<file path="src/rtl/id_operand_stage.sv">
// id_operand_stage: decode/operand stage between instruction fetch and EX.
// It owns the 32-entry register file and decodes the fetched instruction.
// It selects the rs/rt operands, with mem-stage load forwarding on code 2.
// It then registers a single operand bundle for EX.
//
// Opcode encodings used by this stage:
//   STALL = 6'h3F, LDW = 6'h23, SDW = 6'h2B, BEQ = 6'h04, JUMP = 6'h02.
//   Every other opcode is treated as a register-type instruction.
//
// Optional feature macro: ID_WB_BYPASS_EN.
//   Defined: a writeback in the same cycle as the read of that register
//   supplies the operand value directly.
//   Undefined: the operand is the old RF value.
module id_operand_stage #(
   parameter int DATA_W = 32,
   parameter int IMM_W  = 16
) (
   input  logic              clk,
   input  logic              rst_n,
   input  logic [31:0]       instr_in,
   input  logic [31:0]       pc_in,
   input  logic [2:0]        ld_rs,
   input  logic [2:0]        ld_rt,
   input  logic [DATA_W-1:0] mem_ld_data,
   input  logic              wb_we,
   input  logic [4:0]        wb_addr,
   input  logic [DATA_W-1:0] wb_data,
   input  logic              ex_kill,
   output logic              ex_valid,
   output logic [5:0]        ex_opcode,
   output logic [4:0]        ex_rwd,
   output logic [DATA_W-1:0] ex_op_a,
   output logic [DATA_W-1:0] ex_op_b,
   output logic [DATA_W-1:0] ex_imm,
   output logic [31:0]       ex_pc
);

   localparam logic [5:0] OP_STALL = 6'h3F;
   localparam logic [5:0] OP_LDW   = 6'h23;
   localparam logic [5:0] OP_SDW   = 6'h2B;
   localparam logic [5:0] OP_BEQ   = 6'h04;
   localparam logic [5:0] OP_JUMP  = 6'h02;
   localparam logic [2:0] LD_FWD_MEM = 3'd2;

   logic [DATA_W-1:0] rf [32];

   logic [5:0]               opcode_p0;
   logic                     bubble_p0;
   logic                     no_rwd_p0;
   logic                     rt_hi_p0;
   logic [4:0]               rwd_p0;
   logic [4:0]               rs_p0;
   logic [4:0]               rt_p0;
   logic [2:0]               ld_rs_p0;
   logic [2:0]               ld_rt_p0;
   logic signed [DATA_W-1:0] op_a_p0;
   logic signed [DATA_W-1:0] op_b_p0;
   logic signed [DATA_W-1:0] imm_p0;

   // Sign-extend the instruction immediate field to operand width.
   function automatic logic signed [DATA_W-1:0] sign_ext_imm(input logic [IMM_W-1:0] imm);
      return {{(DATA_W-IMM_W){imm[IMM_W-1]}}, imm};
   endfunction

   // Operand priority: load forward, then r0 constant, then (optional) wb bypass, then RF.
   function automatic logic signed [DATA_W-1:0] select_operand(
      input logic [2:0]        code,
      input logic [4:0]        idx,
      input logic [DATA_W-1:0] rf_val,
      input logic              we,
      input logic [4:0]        waddr,
      input logic [DATA_W-1:0] wdata,
      input logic [DATA_W-1:0] ld_data
   );
      logic signed [DATA_W-1:0] res;
      res = rf_val;
      if (code == LD_FWD_MEM) begin
         res = ld_data;
      end else if (idx == 5'd0) begin
         res = '0;
      end else begin
`ifdef ID_WB_BYPASS_EN
         if (we && (waddr == idx)) res = wdata;
`else
         if (we && (waddr == idx) && 1'b0) res = wdata;
`endif
      end
      return res;
   endfunction

   // Decode fields and pick operands for the instruction being captured.
   always_comb begin
      opcode_p0 = instr_in[31:26];
      bubble_p0 = (opcode_p0 == OP_STALL) || ex_kill;
      no_rwd_p0 = (opcode_p0 == OP_SDW) || (opcode_p0 == OP_BEQ) || (opcode_p0 == OP_JUMP);
      rt_hi_p0  = (opcode_p0 == OP_SDW) || (opcode_p0 == OP_BEQ) || (opcode_p0 == OP_LDW);
      rwd_p0    = no_rwd_p0 ? 5'd0 : instr_in[25:21];
      rs_p0     = instr_in[20:16];
      rt_p0     = rt_hi_p0 ? instr_in[25:21] : instr_in[15:11];
      // Fetch reports 0 for JUMP already; masking here keeps a stray code harmless.
      ld_rs_p0  = (opcode_p0 == OP_JUMP) ? 3'd0 : ld_rs;
      ld_rt_p0  = (opcode_p0 == OP_JUMP) ? 3'd0 : ld_rt;
      op_a_p0   = select_operand(ld_rs_p0, rs_p0, rf[rs_p0], wb_we, wb_addr, wb_data, mem_ld_data);
      op_b_p0   = select_operand(ld_rt_p0, rt_p0, rf[rt_p0], wb_we, wb_addr, wb_data, mem_ld_data);
      imm_p0    = sign_ext_imm(instr_in[IMM_W-1:0]);
   end

   // Register file: writeback commits regardless of kill; r0 is never written.
   always_ff @(posedge clk) begin
      if (!rst_n) begin
         for (int i = 0; i < 32; i++) rf[i] <= '0;
      end else if (wb_we && (wb_addr != 5'd0)) begin
         rf[wb_addr] <= wb_data;
      end
   end

   // ---- stage boundary p0 -> EX bundle ----
   // Capture the operand bundle, or a bubble when stalled or killed.
   always_ff @(posedge clk) begin
      if (!rst_n) begin
         ex_valid  <= 1'b0;
         ex_opcode <= OP_STALL;
         ex_rwd    <= 5'd0;
         ex_op_a   <= '0;
         ex_op_b   <= '0;
         ex_imm    <= '0;
         ex_pc     <= '0;
      end else if (bubble_p0) begin
         ex_valid  <= 1'b0;
         ex_opcode <= OP_STALL;
         ex_rwd    <= 5'd0;
         ex_op_a   <= '0;
         ex_op_b   <= '0;
         ex_imm    <= '0;
         ex_pc     <= pc_in;
      end else begin
         ex_valid  <= 1'b1;
         ex_opcode <= opcode_p0;
         ex_rwd    <= rwd_p0;
         ex_op_a   <= op_a_p0;
         ex_op_b   <= op_b_p0;
         ex_imm    <= imm_p0;
         ex_pc     <= pc_in;
      end
   end

endmodule

</file>
<file path="config.mk">
export PLATFORM = sky130hd
export DESIGN_NAME = id_operand_stage
export DESIGN_NICKNAME = d
export VERILOG_FILES = /design/src/rtl/id_operand_stage.sv
export SDC_FILE = /design/constraint.sdc
export NUM_CORES = 2
export LEC_CHECK = 0
export BUFFER_PORTS_ARGS = -buffer_cell sky130_fd_sc_hd__buf_2
export CORE_MARGIN = 2
export CORE_UTILIZATION = 25
export CTS_CLUSTER_SIZE = 10
export DETAILED_ROUTE_END_ITERATION = 6
export MAX_ROUTING_LAYER = met4
export PLACE_DENSITY = 0.39
export SLEW_MARGIN = 40
export SYNTH_ARGS = -nofsm -noshare
export SYNTH_HDL_FRONTEND = slang
export SYNTH_SLANG_ARGS = --single-unit
</file>
<file path="constraint.sdc">
create_clock -name clk -period 5.1 [get_ports clk]
set_input_delay 1.02 -clock clk [delete_from_list [all_inputs] [get_ports clk]]
set_output_delay 1.02 -clock clk [all_outputs]
set_load 0.01 [all_outputs]
</file>
==> flow_summary.toml <==
[layout]
drive_gt1_share_pct = 18.7
final_cell_count_no_fill = 8434
multi_input_area_mm2 = 0.0244
final_core_util_pct = 29.8
area_growth_pct = 18.8
layout_common_cells = "and2_1, edfxtp_1, nand2_1"
nFillCells = 23854
regArea_mm2 = 0.0332
fin_area_mm2 = 0.0699
nNetsFinal = 5285
mostFrequentLayoutCell = "and2_1"

[clocking]
root_buffer = "clkbuf_16"
cts.clk_slew.worst_paths_ns = 0.05
h-tree-depth = 4
cts_buffer_depth = 3
cts_hold_buf = 0
cts_made_buffers = 149
clock_latency_ns = 0.81
cts_setup_buffers = 0
cts_sinks = 1148
cts_resized = 0
cts_tree = "done"

[place]
postPlaceCellArea_mm2 = 0.0652
io_buffers = 282
place_congestion = 0.847
dp.cells = 8141
dp_hpwl_mm = 159

[die]
initial_core_util_pct = 25.1
io_pins = 283
die_area_mm2 = 0.239
rows = 178
die_y_um = 489
die_x_um = 489
core_area_mm2 = 0.235

[power_and_ir_drop]
power_frac_comb_pct = 12.1
seqPwrFrac_pct = 45.7
p_switching_mw = 6.58
power_density_mw_per_mm2 = 348
switching_share_pct = 27.1
leakagePower_nw = 25.2
clkPwrFrac_pct = 42.2
vdd_drop_max_uv = 243
internal_power_mw = 17.7

[hold_path]
min_path_type = "input pin to flop"

[yosys]
yosys.area.top_type_share_pct = 52.2
syn_inst = 4988
synthTopCellsByArea = "edfxtp_1, and2_1, mux4_2"
synth-async-reset-ratio_pct = 0
ys.flop_type = "edfxtp_1"
ys_seq_area_share_pct = 56.5
syn_area_mm2 = 0.0589
avgSynthCellArea_um2 = 11.8
synthDistinctLibCells = 52
synth_edf_count = 1024
synth.ff_latch_count = 1148
yosys.area.top_type = "edfxtp_1"
yosysWarnings = 0

[global_route]
grt_pass1_wl_mm = 357
grt_max_degree = 90
antenna_found_initial = 37
track_usage_pct = 22.0
grt_pass1_vias = 41996
grt_overflow = 0

[route]
finalWirelength_mm = 261
firstDrtPassIters = 6
via_per_inst = 5.06
wl_per_cell_um = 30.9
ant_nets = 0
route.detailed.drc = 0
vias = 42691
drtIter0Drc = 4593

[setup_path]
crit_path_start_kind = "input pin"
path_class = "input pin to flop"
end_kind = "flop"
required_ns = 5.83
arrival_ns = 4.16
cp_max_fo = 63

[outcome]
status = "finished, final reports clean"

[run]
drv_cap = 0

[timing]
fin_crit_sh_pct = 67.2
min_period_ns = 3.43
fin_skew_ns = 0.0342
setup_tns_ns = 0
drv_slew = 0
tightest_slew_ns = 0.914
hold_viol = 0
max_freq_ghz = 0.292
finalSetupViolations = 0
relSlewSlack_pct = 39.0
rsz0062_at_grt = "no"
through the flow:
step | power [mW] | hold slack (ns) | setup WS (ns)
after global routing | 25.0 | 0.403 | 1.56
after floorplan | 12.7 | 0.641 | 0.683
after global placement | 14.2 | 0.762 | 0.971
after detailed placement | 14.2 | 0.759 | 0.988
final | 24.3 | 0.427 | 1.67
after CTS | 24.5 | 0.366 | 1.82
logic make-up after synthesis:
| family | share of synthesized area, % |
|---|---|
| other cells | 0.00637 |
| compound gates | 5.57 |
| buf+inv | 3.55 |
| flops | 56.5 |
| simple gates | 21.6 |
| mux | 12.8 |
power groups by stage:
stage | combinational [mW] | sequential (mW) | clock [mW]
global route | 3.08 | 11.1 | 10.8
detailed placement | 2.92 | 11.3 | 0
finish | 2.94 | 11.1 | 10.3
floorplan | 1.53 | 11.2 | 0
CTS | 2.92 | 11.1 | 10.5
global placement | 2.91 | 11.3 | 0
sequential cells by signal, summed over array words and instances, names as in the netlist:
signal and cells:
ex_imm 16, ex_op_a 32, ex_op_b 32, ex_opcode 6
ex_pc 32, ex_rwd 5, ex_valid 1, rf 1024
per-layer routing:
layer / track usage, % / share of wire [%] / up-vias
met1: 29.1 / 44 / 22174
met2: 34.8 / 47 / 1750
met5: - / 0 / -
li1: - / - / 18397
met3: 3.03 / 6.0 / 370
met4: 7.48 / 3.5 / 0
critical path: stages:
cell       delay (ns)
buf_2            0.13
nor3_2           0.33
o2bb2ai_4        0.21
mux2_8           0.69
buf_12           0.41
nand2_1          0.10
nand3_1          0.10
nand4_1          0.52
o21ai_0          0.40
a221o_1          0.15
area by class of cell:
type	instances	share of cell area (%)
inverters	7	0.0376
diodes	23	0.0823
repair buffers	461	5.09
clock inverters	40	0.537
well taps	3150	5.64
clock buffers	230	6.11
multi-input cells	3375	35.0
flip-flops and latches	1148	47.5
path summary, 6_finish.rpt:
| check | startpoint | to | slack [ns] | depth (start not counted) |
|---|---|---|---|---|
| max | instr_in[26] | ex_op_b[2] | 1.67 | 10 |
| min | instr_in[5] | ex_imm[5] | 0.43 | 2 |
| max reg2reg | rf[15][31] | ex_op_a[31] | 2.70 | 5 |
| min reg2reg | rf[27][26] | ex_op_b[26] | 0.76 | 4 |
cells in the mapped netlist (all sizes together) (61+ instances only):
master / count
edfxtp: 1024
dfxtp: 124
clkbuf: 366
nand2b: 69
and2: 1046
nand2: 815
mux4: 228
a21oi: 68
a221oi: 63
nor2: 103
o21ai: 70
buf: 123
nand3: 250
and3: 61
a32oi: 123
mux2i: 230
Note: power is estimated with default switching activity, not from simulation.
